$ cat src/rtl/ip2_pkg.sv
// Shared types and sizing for the IP2 scan-chain test slot.
package ip2_pkg;

    localparam int unsigned IP2_SCAN_LEN = 768;
    localparam int unsigned IP2_CNT_W    = 10;
    localparam int unsigned WORD_W       = 32;
    localparam int unsigned SCAN_WORDS   = IP2_SCAN_LEN / WORD_W;

    typedef enum logic [1:0] {
        CAP_IDLE    = 2'd0,
        CAP_ARMED   = 2'd1,
        CAP_CAPTURE = 2'd2,
        CAP_DONE    = 2'd3
    } cap_state_t;

    typedef enum logic {
        SHIFT_REG = 1'b0,
        LOAD_COMP = 1'b1
    } scan_chain_mode_t;

endpackage

$ cat src/rtl/ip2_scan_word_mux.sv
// Selects one 32-bit word of the capture register for software read-back.
module ip2_scan_word_mux
    import ip2_pkg::*;
#(
    parameter int unsigned SCAN_LEN = IP2_SCAN_LEN
) (
    input  logic [SCAN_LEN-1:0] data,
    input  logic [4:0]          word_sel,
    output logic [WORD_W-1:0]   word
);

    localparam int unsigned WORDS = SCAN_LEN / WORD_W;

    // Out-of-range selects fall through to zero.
    always_comb begin
        word = '0;
        for (int unsigned i = 0; i < WORDS; i++) begin
            if (32'(word_sel) == i) begin
                word = data[WORD_W*i +: WORD_W];
            end
        end
    end

endmodule

$ cat src/rtl/ip2_scan_out_capture.sv
// Samples the ASIC scan_out pin once per slow scan-clock period, assembles the
// chain into a register and counts bits that differ from the expected stream.
module ip2_scan_out_capture
    import ip2_pkg::*;
#(
    parameter int unsigned SCAN_LEN = IP2_SCAN_LEN,
    parameter int unsigned CNT_W    = IP2_CNT_W
) (
    input  logic              clk,
    input  logic              reset,
    input  logic              enable,
    input  logic [5:0]        clk_counter,
    input  logic [5:0]        sample_delay,
    input  logic              capture_start_re,
    input  logic              scan_load,
    input  logic              scan_out,
    input  logic              exp_bit,
    input  logic [4:0]        word_sel,
    output logic [1:0]        cap_state,
    output logic [31:0]       cap_word,
    output logic [CNT_W-1:0]  cap_bit_cnt,
    output logic [CNT_W-1:0]  cap_err_cnt,
    output logic              cap_busy,
    output logic              cap_done,
    output logic              cap_error
);

    localparam logic [CNT_W-1:0] LAST_BIT = CNT_W'(SCAN_LEN - 1);
    localparam logic [CNT_W-1:0] CNT_MAX  = '1;
    localparam logic [CNT_W-1:0] CNT_ONE  = CNT_W'(1);

    cap_state_t          state;
    logic [SCAN_LEN-1:0] cap_reg;
    logic                sample_hit;
    logic                mismatch;
    scan_chain_mode_t    chain_mode;

    assign sample_hit = (clk_counter == sample_delay);
    assign mismatch   = (scan_out != exp_bit);
    assign chain_mode = scan_chain_mode_t'(scan_load);
    assign cap_state  = 2'(state);

    always_ff @(posedge clk or posedge reset) begin
        if (reset) begin
            state       <= CAP_IDLE;
            cap_reg     <= '0;
            cap_bit_cnt <= '0;
            cap_err_cnt <= '0;
            cap_busy    <= 1'b0;
            cap_done    <= 1'b0;
            cap_error   <= 1'b0;
        end else if (!enable) begin
            // Disabling aborts the run but keeps data and status for read-back.
            state    <= CAP_IDLE;
            cap_busy <= 1'b0;
        end else begin
            case (state)
                CAP_IDLE: begin
                    if (capture_start_re) begin
                        state       <= CAP_ARMED;
                        cap_reg     <= '0;
                        cap_bit_cnt <= '0;
                        cap_err_cnt <= '0;
                        cap_busy    <= 1'b1;
                        cap_done    <= 1'b0;
                        cap_error   <= 1'b0;
                    end
                end
                CAP_ARMED: begin
                    if (sample_hit && chain_mode == SHIFT_REG) begin
                        state <= CAP_CAPTURE;
                    end
                end
                CAP_CAPTURE: begin
                    if (sample_hit) begin
                        if (chain_mode == LOAD_COMP) begin
                            // Chain left shift mode before the last bit arrived.
                            state     <= CAP_DONE;
                            cap_error <= 1'b1;
                            cap_busy  <= 1'b0;
                            cap_done  <= 1'b1;
                        end else begin
                            cap_reg     <= {scan_out, cap_reg[SCAN_LEN-1:1]};
                            cap_bit_cnt <= cap_bit_cnt + CNT_ONE;
                            if (mismatch) begin
                                if (cap_err_cnt != CNT_MAX) begin
                                    cap_err_cnt <= cap_err_cnt + CNT_ONE;
                                end
                                cap_error <= 1'b1;
                            end
                            if (cap_bit_cnt == LAST_BIT) begin
                                state    <= CAP_DONE;
                                cap_busy <= 1'b0;
                                cap_done <= 1'b1;
                            end
                        end
                    end
                end
                CAP_DONE: begin
                    state    <= CAP_IDLE;
                    cap_busy <= 1'b0;
                    cap_done <= 1'b1;
                end
                default: begin
                    state    <= CAP_IDLE;
                    cap_busy <= 1'b0;
                end
            endcase
        end
    end

    ip2_scan_word_mux #(
        .SCAN_LEN (SCAN_LEN)
    ) u_word_mux (
        .data     (cap_reg),
        .word_sel (word_sel),
        .word     (cap_word)
    );

endmodule

$ cat config.mk
export PLATFORM = sky130hd
export DESIGN_NAME = ip2_scan_out_capture
export DESIGN_NICKNAME = d
export VERILOG_FILES = /design/src/rtl/ip2_pkg.sv /design/src/rtl/ip2_scan_word_mux.sv /design/src/rtl/ip2_scan_out_capture.sv
export SDC_FILE = /design/constraint.sdc
export NUM_CORES = 1
export LEC_CHECK = 0
export ABC_AREA = 1
export CAP_MARGIN = 20
export CELL_PAD_IN_SITES_DETAIL_PLACEMENT = 0
export CELL_PAD_IN_SITES_GLOBAL_PLACEMENT = 1
export CORE_MARGIN = 10
export CORE_UTILIZATION = 25
export CTS_CLUSTER_SIZE = 20
export DETAILED_ROUTE_END_ITERATION = 16
export PLACE_DENSITY = 0.6
export SYNTH_ARGS = -nofsm -noshare
export SYNTH_HDL_FRONTEND = slang
export SYNTH_SLANG_ARGS = --single-unit
$ cat constraint.sdc
create_clock -name clk -period 81.5 [get_ports clk]
set_input_delay 16.3 -clock clk [delete_from_list [all_inputs] [get_ports clk]]
set_output_delay 16.3 -clock clk [all_outputs]
set_load 0.03 [all_outputs]
Yosys cells after proc, flatten, opt, wreduce, memory -nomap -nowiden
Index checks and enable logic that the tools add are counted.
Widths: inputs -> output; s select.
- bits in registers: 793
- input bits: 24
- output and inout bits: 57
- logic and storage cells: 122
- $add $sub $neg: 2
- eq/ne operators: 42
- mux-type cells: 59
- bitwise operators: 1
- reduce and logical (&&, ||, !) cells: 11
- operators by type and width (operator ; number):
    $mux 768 ; 3
    $pmux 768 s2 ; 1
    $mux 32 ; 24
    $mux 10 ; 7
    $eq 5x4->1 const B ; 8
    $eq 5x5->1 const B ; 8
    $pmux 10 s2 ; 2
    $add 10x1->10 const B ; 2
    $eq 5x3->1 const B ; 4
    $ne 3x3->1 const B ; 5
    $reduce_and 5->1 ; 3
    $mux 1 ; 12
    $mux 2 ; 6
    $eq 10x10->1 const B ; 1
    $eq 5x2->1 const B ; 2
    $ne 10x10->1 const B ; 1
    $ne 2x2->1 const B ; 5
    $pmux 2 s4 ; 1
    $reduce_and 4->1 ; 2
    $reduce_and 7->1 ; 1
    $eq 6x6->1 ; 1
    $pmux 1 s3 ; 2
    $eq 5x1->1 const B ; 1
    $logic_not 5->1 ; 1
    11 further kinds ; 12

Depth between registers and ports, before layout
Gate-level depths: netlist of the first run.
- depth in word-level cells: 25
- depth in mapped cells: 19
- mapped depth without buffers: 18

Hierarchy
Synthesis of the first run repeated with hierarchy kept, for this count alone.
- cell total of the unflattened synthesis: 5172
- area, all modules: 40080.9 µm²
- by module, submodules not included (module ; instances ; cells an instance ; area an instance (µm²) ; seq. area each (µm²)):
    ip2_scan_out_capture ; 1 ; 3607 ; 33424.6 ; 19844.0
    ip2_scan_word_mux ; 1 ; 1565 ; 6656.4 ; 0.0

Least setup slack after synthesis of the first run
No wires, ideal clock.
- kind: input to output
- start: input word_sel[1]
- end: output cap_word[27]
- data arrival time: 17995 ps
- required time: 65200 ps
- path slack: 47205 ps
- stages on the path: 14
- cell sequence: buf_4 -> nor2_4 -> nand2_2 -> nor2_1 -> buf_2 -> nand2_1 -> nand2_1 -> nand4_1 -> nor2_1 -> nand4_1 -> nor2_1 -> nand4_1 -> nand2_1 -> nand4_1
- longest elaborated chain between the ends: 25
- ends and longest elaborated chain (what ; RTL line ; source):
    start, declared ; ip2_scan_out_capture.sv:18 ; input logic [4:0] word_sel,
    $logic_not 5->1 ; ip2_scan_word_mux.sv:18 ; if (32'(word_sel) == i) begin
    $mux 32 (23 in series) ; ip2_scan_word_mux.sv:18 ;
    $mux 32 (*) ; ip2_scan_word_mux.sv:18 ;
    end, declared ; ip2_scan_out_capture.sv:20 ; output logic [31:0] cap_word,
Every way passes the cells marked *; elsewhere a longest branch is shown, timed or not.

Worst setup path after layout of the first run
- start: input word_sel[3]
- end: output cap_word[1]
The elaborated chain is that of the path after synthesis.

==> metrics.cfg, run 1 <==
[flow_run]
maxCapViolations = 0

[placement]
dp_hpwl_um = 69530
numPortBuffers = 80
place.gp.congestion = 0.7543

[timing]
post-route-period-util_pct = 45.96
relSlewSlack_pct = 25.69
hold_ws_ps = 502.9
tns_ps = 0
setup_violations = 0
grt_setup_unrepaired = false
max_clock_freq_ghz = 0.02670
slew_violations = 0
tightest_slew_ps = 1115
final_hold_viol_count = 0
skew_ps = 16.53
min_period_ps = 37460

[clocking]
post_cts_resized = 0
postCtsHoldBufs = 0
cts_num_sinks = 793
cts_setup_buffers = 0
numCtsBuffers = 92
htree_levels = 3
cts_tree = built
cts_max_path_buffers = 3
insertion_delay_ps = 680
cts-root-buf = clkbuf_16
path_clk_slew_ps = 50

[critical_path]
reg2reg_slack_ps = 75340
path_class = input pin to output pin
worstRegToRegCells = 11
r2r-start = cap_state[0]
cp-endpoint = cap_word[1]
critPathMaxFanout = 35
critPathRequiredTime_ps = 65200
r2r-end = cap_reg[552]
crit_path_start = word_sel[3]
critPathLaunchType = input pin
crit_arrival_ps = 21160
end_kind = output pin

[grt]
grt_use_total_pct = 13.43
grt_overflow_total = 0
grt_pass1_wl_um = 183400
grt_max_degree = 186
antenna_found_initial = 1
grt_pass1_vias = 30884

[power]
pwr-share-clk_pct = 42.9
p_int_uw = 674.2
seqPwrFrac_pct = 39.5
vdd_ir_drop_max_uv = 18.06
switching_share_pct = 33.25
switchingPower_uw = 335.9
combPwrFrac_pct = 17.6
p_leak_uw = 0.01754
p_per_area_mw_per_mm2 = 23.44

[cells_and_area]
largest_reg_flops = 768
drive_gt1_share_pct = 5.547
syn2layout_area_growth_pct = 14.81
final_common_cell = nand2_1
nNetsFinal = 4536
post-route-util_pct = 28.81
multiInputGateArea_mm2 = 0.01416
layout_common_cells = 1,019 x nand2_1, 793 x dfrtp_1, 563 x nand3_1
fillCellCount = 16254
regArea_mm2 = 0.01984

[detailed_routing]
drtIter0Drc = 2164
vias_per_cell = 4.635
wl_per_cell_um = 17.33
vias = 30573
firstDrtPassIters = 5
ant_nets = 0
drt_wl_total_um = 114300
drcViolationCount = 0

[min_path]
hold_class = flop to flop

[floorplanning]
fp.dieW_um = 407.5
die_h_um = 407.5
start_util_pct = 25.09
core_region_area_mm2 = 0.1496
dieArea_mm2 = 0.1661
ioPinCount = 81
fp-row-count = 142

[yosys]
synth_edf_count = 0
syn_nets = 4644
ys_types = 37
syn_area_per_cell_um2 = 8.136
seq_area_frac_synth_pct = 52.86
async_flop_share_pct = 100.0
synth_area_mm2 = 0.03754
ys_seq_elements = 793
yosys_most_used_dff = dfrtp_1
postSynthCellCount = 4614
ys_warn_count = 0

[run_status]
status = finished, final reports clean

==> layout make-up <==
type / count / area share [%]
diodes: 1 / 0.005806
clock buffers: 141 / 6.471
clock inverters: 26 / 0.7925
inverters: 578 / 5.089
multi-input cells: 2907 / 32.86
flip-flops and latches: 793 / 46.04
well taps: 2016 / 5.852
repair buffers: 134 / 2.886
==> metal layers <==
layer	track usage, %	vias up	wire [um]
li1	-	14977	-
met1	19.52	15085	57540
met2	20.89	386	51020
met3	2.109	125	3670
met4	2.842	0	2058
met5	0	-	0
==> power groups by stage <==
stage          registers (uW)  clock network (uW)  logic, uW
2_1_floorplan             409                   0        126
3_3_place_gp              406                   0        181
3_5_place_dp              406                   0        180
4_1_cts                   399                 447        181
5_1_grt                   399                 463        195
6_report                  399                 434        177
==> metrics by stage <==
| step | std cells | worst slack [ps] | power [uW] | area (um2) |
|---|---|---|---|---|
| detailed placement | 6428 | 44000 | 586.0 | 39970 |
| global route | 6596 | 43760 | 1057 | 43100 |
| global placement | 6428 | 44050 | 587.5 | 39970 |
| finish | 6596 | 44040 | 1010 | 43100 |
| CTS | 6595 | 43980 | 1027 | 43100 |
| floorplan | 4614 | 42930 | 534.9 | 37540 |
==> logic make-up (layout without fill, tap and decap cells) <==
family / Yosys count / count (layout) / synth area share (%)
fa+ha+maj: 6 / 6 / 0.2000
buf+inv: 914 / 879 / 9.602
compound gates: 869 / 869 / 13.63
flops: 793 / 793 / 52.86
mux: 1 / 1 / 0.02999
other cells: 0 / 1 / 0
xor+xnor: 4 / 4 / 0.09334
simple gates: 2027 / 2027 / 23.58
==> Yosys cell counts (16+ instances only) <==
library cell / n / area [um2]
nand2_1: 1019 / 3825
dfrtp_1: 793 / 19840
inv_1: 563 / 2113
nand3_1: 563 / 2818
o21ai_0: 521 / 2608
o31ai_1: 303 / 2275
nor2_1: 251 / 942.2
clkbuf_1: 240 / 900.9
nand4_1: 153 / 957.2
buf_2: 72 / 360.4
a21oi_1: 38 / 190.2
buf_4: 16 / 120.1
==> worst min-delay path by stage <==
stage / endpoint / depth (start not counted) / slack [ps] / startpoint
after global placement: cap_busy / 2 / 480 / cap_busy
after detailed placement: cap_busy / 2 / 480 / cap_busy
after floorplan: cap_reg[0] / 2 / 450 / cap_reg[0]
final: cap_reg[290] / 2 / 500 / cap_reg[290]
after CTS: cap_busy / 2 / 500 / cap_busy
after global routing: cap_reg[629] / 2 / 530 / cap_reg[629]
==> critical path, cell delays in order <==
cell	delay, ps
clkdlybuf4s50_1	530
nor2_4	780
clkinv_2	420
nor2_2	800
buf_4	370
nand2_1	70
nand4_1	120
nand2_1	90
nand4_1	100
nand2_1	70
nand3_1	110
nand2_1	70
nand3_1	100
nand2_1	90
nand4_1	140
nor2_1	90
nand4_1	120
clkdlybuf4s50_1	740
Note: power is estimated with default switching activity, not from simulation.
==> run 2: changes to the inputs <==
==> constraint.sdc (replaced) <==
create_clock -name clk -period 35.2 [get_ports clk]
set_input_delay 7.04 -clock clk [delete_from_list [all_inputs] [get_ports clk]]
set_output_delay 7.04 -clock clk [all_outputs]
set_load 0.03 [all_outputs]
==> metrics.cfg, run 2 (synthesis results as in run 1) <==
[clocking]
cts_num_sinks = 793
numCtsBuffers = 91
htree_levels = 3
post_cts_resized = 0
insertion_delay_ps = 700
cts_max_path_buffers = 3
cts-root-buf = clkbuf_16
cts_tree = built
postCtsHoldBufs = 0
path_clk_slew_ps = 60
cts_setup_buffers = 0

[floorplanning]
fp.dieW_um = 407.5
die_h_um = 407.5
core_region_area_mm2 = 0.1496
ioPinCount = 81
start_util_pct = 25.09
fp-row-count = 142
dieArea_mm2 = 0.1661

[cells_and_area]
nNetsFinal = 4534
regArea_mm2 = 0.01984
multiInputGateArea_mm2 = 0.01416
syn2layout_area_growth_pct = 14.71
layout_common_cells = 1,019 x nand2_1, 793 x dfrtp_1, 563 x nand3_1
fillCellCount = 16349
drive_gt1_share_pct = 5.591
final_common_cell = nand2_1
largest_reg_flops = 768

[critical_path]
path_buf_inv = 5
path_cells = clkdlybuf4s50_1 -> nor2_4 -> buf_4 -> clkinv_2 -> nor2_2 -> buf_4 -> nand2_1 -> nand4_1 -> nand2_1 -> nand4_1 -> nand2_1 -> nand3_1 -> nand2_1 -> nand3_1 -> nand2_1 -> nand4_1 -> nor2_1 -> nand4_1 -> clkdlybuf4s50_1
r2r-start = cap_state[0]
critPathMaxFanout = 35
critPathRequiredTime_ps = 28160
path_delay_family = buffers and inverters
crit_arrival_ps = 11440
path_class = input pin to output pin
cp_common_cell = nand2_1
worstRegToRegCells = 11
worst_path_largest_cell_delay_ps = 750
r2r-end = cap_reg[126]
crit_path_top_delay_cell = clkdlybuf4s50_1
reg2reg_slack_ps = 28950
critPathLaunchType = input pin
end_kind = output pin

[detailed_routing]
drt_wl_total_um = 114100
drtIter0Drc = 2227
ant_nets = 0
vias_per_cell = 4.646
drcViolationCount = 0
firstDrtPassIters = 6
vias = 30644
wl_per_cell_um = 17.30

[grt]
grt_max_degree = 260
grt_pass1_wl_um = 182800
grt_overflow_total = 0
antenna_found_initial = 2
grt_use_total_pct = 13.43
grt_pass1_vias = 30977

[power]
p_per_area_mw_per_mm2 = 53.87
p_leak_uw = 0.01751
power_uw = 2320
vdd_ir_drop_max_uv = 43.94

[min_path]
hold_depth = 2
hold_class = flop to flop
hold_end = cap_reg[201]
worstHoldStart = cap_reg[202]

[timing]
final_hold_viol_count = 0
skew_ps = 25.42
slew_violations = 0
min_period_ps = 18480
post-route-period-util_pct = 52.49
max_clock_freq_ghz = 0.05412
relSlewSlack_pct = 22.76
setup_violations = 0
tns_ps = 0
tightest_slew_ps = 1159
grt_setup_unrepaired = false

[flow_run]
maxCapViolations = 0

[run_status]
status = finished, final reports clean

[placement]
dp_hpwl_um = 69490
numPortBuffers = 80
place.gp.congestion = 0.7615

==> run 2: cell count changes in the layout (fill, tap and decap cells not counted), moves of 2 or more <==
cell,previous run,this run
clkbuf_8,26,23
clkinvlp_4,1,4
buf_4,51,48
clkbuf_1,21,19
clkbuf_16,94,91
clkinv_2,12,18
clkinv_4,2,0
==> run 2: per-stage QoR <==
step	area, um2	utilization [%]	hold WS [ps]	instances	setup WS [ps]
finish	43060	28.79	489.1	6596	16720
floorplan	37540	-	451.8	4614	5893
global placement	39970	26.72	472.8	6426	16740
detailed placement	39970	26.72	485.5	6426	16710
CTS	43030	28.77	504.7	6594	16690
global route	43060	28.79	528.2	6596	16380
==> run 2: final cells by class <==
| cell class | count | share of cell area [%] |
|---|---|---|
| multi-input cells | 2907 | 32.89 |
| diodes | 1 | 0.005811 |
| well taps | 2016 | 5.858 |
| inverters | 578 | 5.093 |
| repair buffers | 133 | 2.946 |
| flip-flops and latches | 793 | 46.08 |
| clock buffers | 133 | 6.189 |
| clock inverters | 35 | 0.9327 |
==> run 2: how the worst max path moves through the flow <==
stage               slack, ps  depth (start not counted)             end   startpoint
global placement        16740                         19     cap_word[1]  word_sel[3]
global route            16380                         19     cap_word[1]  word_sel[3]
finish                  16720                         19     cap_word[1]  word_sel[3]
detailed placement      16710                         19     cap_word[1]  word_sel[3]
floorplan                5890                          1  cap_bit_cnt[0]        reset
CTS                     16690                         19     cap_word[1]  word_sel[3]
==> run 2: power breakdown <==
group,switching (uW),internal (uW)
combinational,363,47.6
sequential,5.77,918
clock,409,577
total,777,1540
==> run 2: worst register-to-register path, cell delays in order, from the launching register on <==
cell	delay (ps)
dfrtp_1	420
inv_1	170
ha_4	610
nor2_1	160
a211oi_1	540
nand2_8	520
inv_8	890
buf_12	620
buf_4	880
buf_4	920
nand3_1	300
o21ai_0	140
==> run 2: routing by layer <==
| layer | share of wire, % | up-vias | GRT usage [%] | wire length (um) |
|---|---|---|---|---|
| met5 | 0 | - | 0 | 0 |
| met4 | 1.9 | 0 | 2.960 | 2169 |
| met3 | 4.2 | 136 | 2.570 | 4798 |
| met2 | 44 | 464 | 20.64 | 50390 |
| met1 | 50 | 15074 | 19.42 | 56770 |
| li1 | - | 14970 | - | - |
==> run 3: changes to the inputs <==
--- a/config.mk
+++ b/config.mk
@@ -13,7 +13,7 @@
 export CORE_UTILIZATION = 25
 export CTS_CLUSTER_SIZE = 20
 export DETAILED_ROUTE_END_ITERATION = 16
-export PLACE_DENSITY = 0.6
+export PLACE_DENSITY = 0.61
 export SYNTH_ARGS = -nofsm -noshare
 export SYNTH_HDL_FRONTEND = slang
 export SYNTH_SLANG_ARGS = --single-unit
==> constraint.sdc (replaced) <==
create_clock -name clk -period 15.13 [get_ports clk]
set_input_delay 3.026 -clock clk [delete_from_list [all_inputs] [get_ports clk]]
set_output_delay 3.026 -clock clk [all_outputs]
set_load 0.03 [all_outputs]
==> metrics.cfg, run 3 (synthesis results as in run 1) <==
[cells_and_area]
nNetsFinal = 4534
diodes = 0
final_common_cell = nand2_1
largest_reg_flops = 768
final_design_area_no_fill_mm2 = 0.04308
drive_gt1_share_pct = 5.547
layout_common_cells = 1,019 x nand2_1, 793 x dfrtp_1, 563 x nand3_1
syn2layout_area_growth_pct = 14.75
final_cells = 6595

[detailed_routing]
vias_per_cell = 4.631
drcViolationCount = 0
drtIter0Drc = 1857
wl_per_cell_um = 17.17
vias = 30542
drt_wl_total_um = 113200
ant_nets = 0
firstDrtPassIters = 5

[timing]
max_clock_freq_ghz = 0.09395
min_period_ps = 10640
post-route-period-util_pct = 70.35
hold_ws_ps = 489.8
grt_setup_unrepaired = false
setup_violations = 0
relSlewSlack_pct = 24.46
skew_ps = 27.23
final_hold_viol_count = 0
worst_slack_ps = 4486
slew_violations = 0
tns_ps = 0
tightest_slew_ps = 1133

[power]
vdd_ir_drop_max_uv = 114.4
p_leak_uw = 0.01752
p_per_area_mw_per_mm2 = 125.3

[critical_path]
path_cells = clkdlybuf4s50_1 -> nor2_4 -> clkinv_2 -> nor2_4 -> nand2_1 -> nand2_1 -> nor2_1 -> nand4_1 -> nor2_1 -> nand4_1 -> nor2_1 -> nand3_1 -> nand2_1 -> nand4_1 -> nor2_1 -> nand3_1 -> nand2_1 -> nand4_1 -> clkdlybuf4s50_1
path_buf_inv = 3
critPathMaxFanout = 35
crit_path_top_delay_cell = nor2_4
end_kind = output pin
path_class = input pin to output pin
worst_path_largest_cell_delay_ps = 780
path_delay_family = simple AND/OR/NAND/NOR gates
critPathRequiredTime_ps = 12100
crit_arrival_ps = 7620
critPathLaunchType = input pin

[run_status]
status = finished, final reports clean

[placement]
dp_cells = 6424
numPortBuffers = 80
place.gp.congestion = 0.7454
place_area_mm2 = 0.03996
dp_hpwl_um = 69860
pre_cts_ws_ps = 4420

[clocking]
cts_setup_buffers = 0
insertion_delay_ps = 670
numCtsBuffers = 94
cts_num_sinks = 793
path_clk_slew_ps = 60
htree_levels = 3
cts_max_path_buffers = 3
post_cts_resized = 0
cts_tree = built
postCtsHoldBufs = 0
cts-root-buf = clkbuf_16

[floorplanning]
start_util_pct = 25.09
fp-row-count = 142
core_region_area_mm2 = 0.1496
dieArea_mm2 = 0.1661
fp.dieW_um = 407.5
die_h_um = 407.5
ioPinCount = 81

[grt]
grt_use_total_pct = 13.33
grt_pass1_wl_um = 183000
antenna_found_initial = 0
grt_pass1_vias = 31298
grt_overflow_total = 0
grt_max_degree = 195

[flow_run]
maxCapViolations = 0

[min_path]
hold_class = flop to flop

run 3: changes by cell type in the layout (fill, tap and decap cells not counted), sizes merged:
cell / change
inv: -3
clkinv: -2
clkbuf: +11
buf: -3
diode: -1
bufinv: -3
run 3: worst reg2reg max path: cells and delay by family (launching register included):
family / cells / cell delay (ps)
buffers and inverters: 5 / 3500
AND/OR/NAND/NOR: 2 / 720
flip-flops: 1 / 420
AO/OA/AOI/OAI: 2 / 430
adder cells (fa/ha/maj): 1 / 630
run 3: path summary, 6_finish.rpt:
check	start	endpoint	slack [ps]	cells past startpoint
setup / recovery	word_sel[3]	cap_word[5]	4490	19
hold / removal	cap_reg[0]	cap_reg[0]	490	2
setup reg to reg	cap_state[0]	cap_reg[135]	9350	10
hold reg to reg	cap_reg[0]	cap_reg[0]	490	2
max in group asynchronous	reset	cap_reg[204]	9370	5
min in group asynchronous	reset	cap_reg[623]	2770	2
run 3: area by class of cell:
cell class	count	area [um2]
tap	2016	2522
sequential	793	19840
fill	16298	106500
clock inverter	27	265.3
inverter	578	2190
multi-input combinational	2907	14180
timing repair buffer	130	1226
clock buffer	144	2853
run 3: metrics by stage:
step	power [uW]	utilization [%]
finish	5400	28.80
global route	5657	28.80
CTS	5489	28.80
detailed placement	3156	26.71
global placement	3159	26.71
floorplan	2882	-
run 3: power breakdown:
part / total (uW) / switching, uW / internal (uW) / leakage [uW]
clock network: 2300 / 939 / 1360 / 0.00154
logic: 951 / 839 / 112 / 0.00490
registers: 2150 / 13.1 / 2140 / 0.0111
total: 5400 / 1790 / 3610 / 0.0175
run 3: per-layer routing:
layer | track usage [%] | vias to the layer above | share of wire (%)
met5 | 0 | - | 0
met4 | 2.848 | 0 | 1.9
met3 | 2.193 | 134 | 3.7
met2 | 21.66 | 427 | 46
met1 | 18.57 | 15016 | 48
li1 | - | 14965 | -
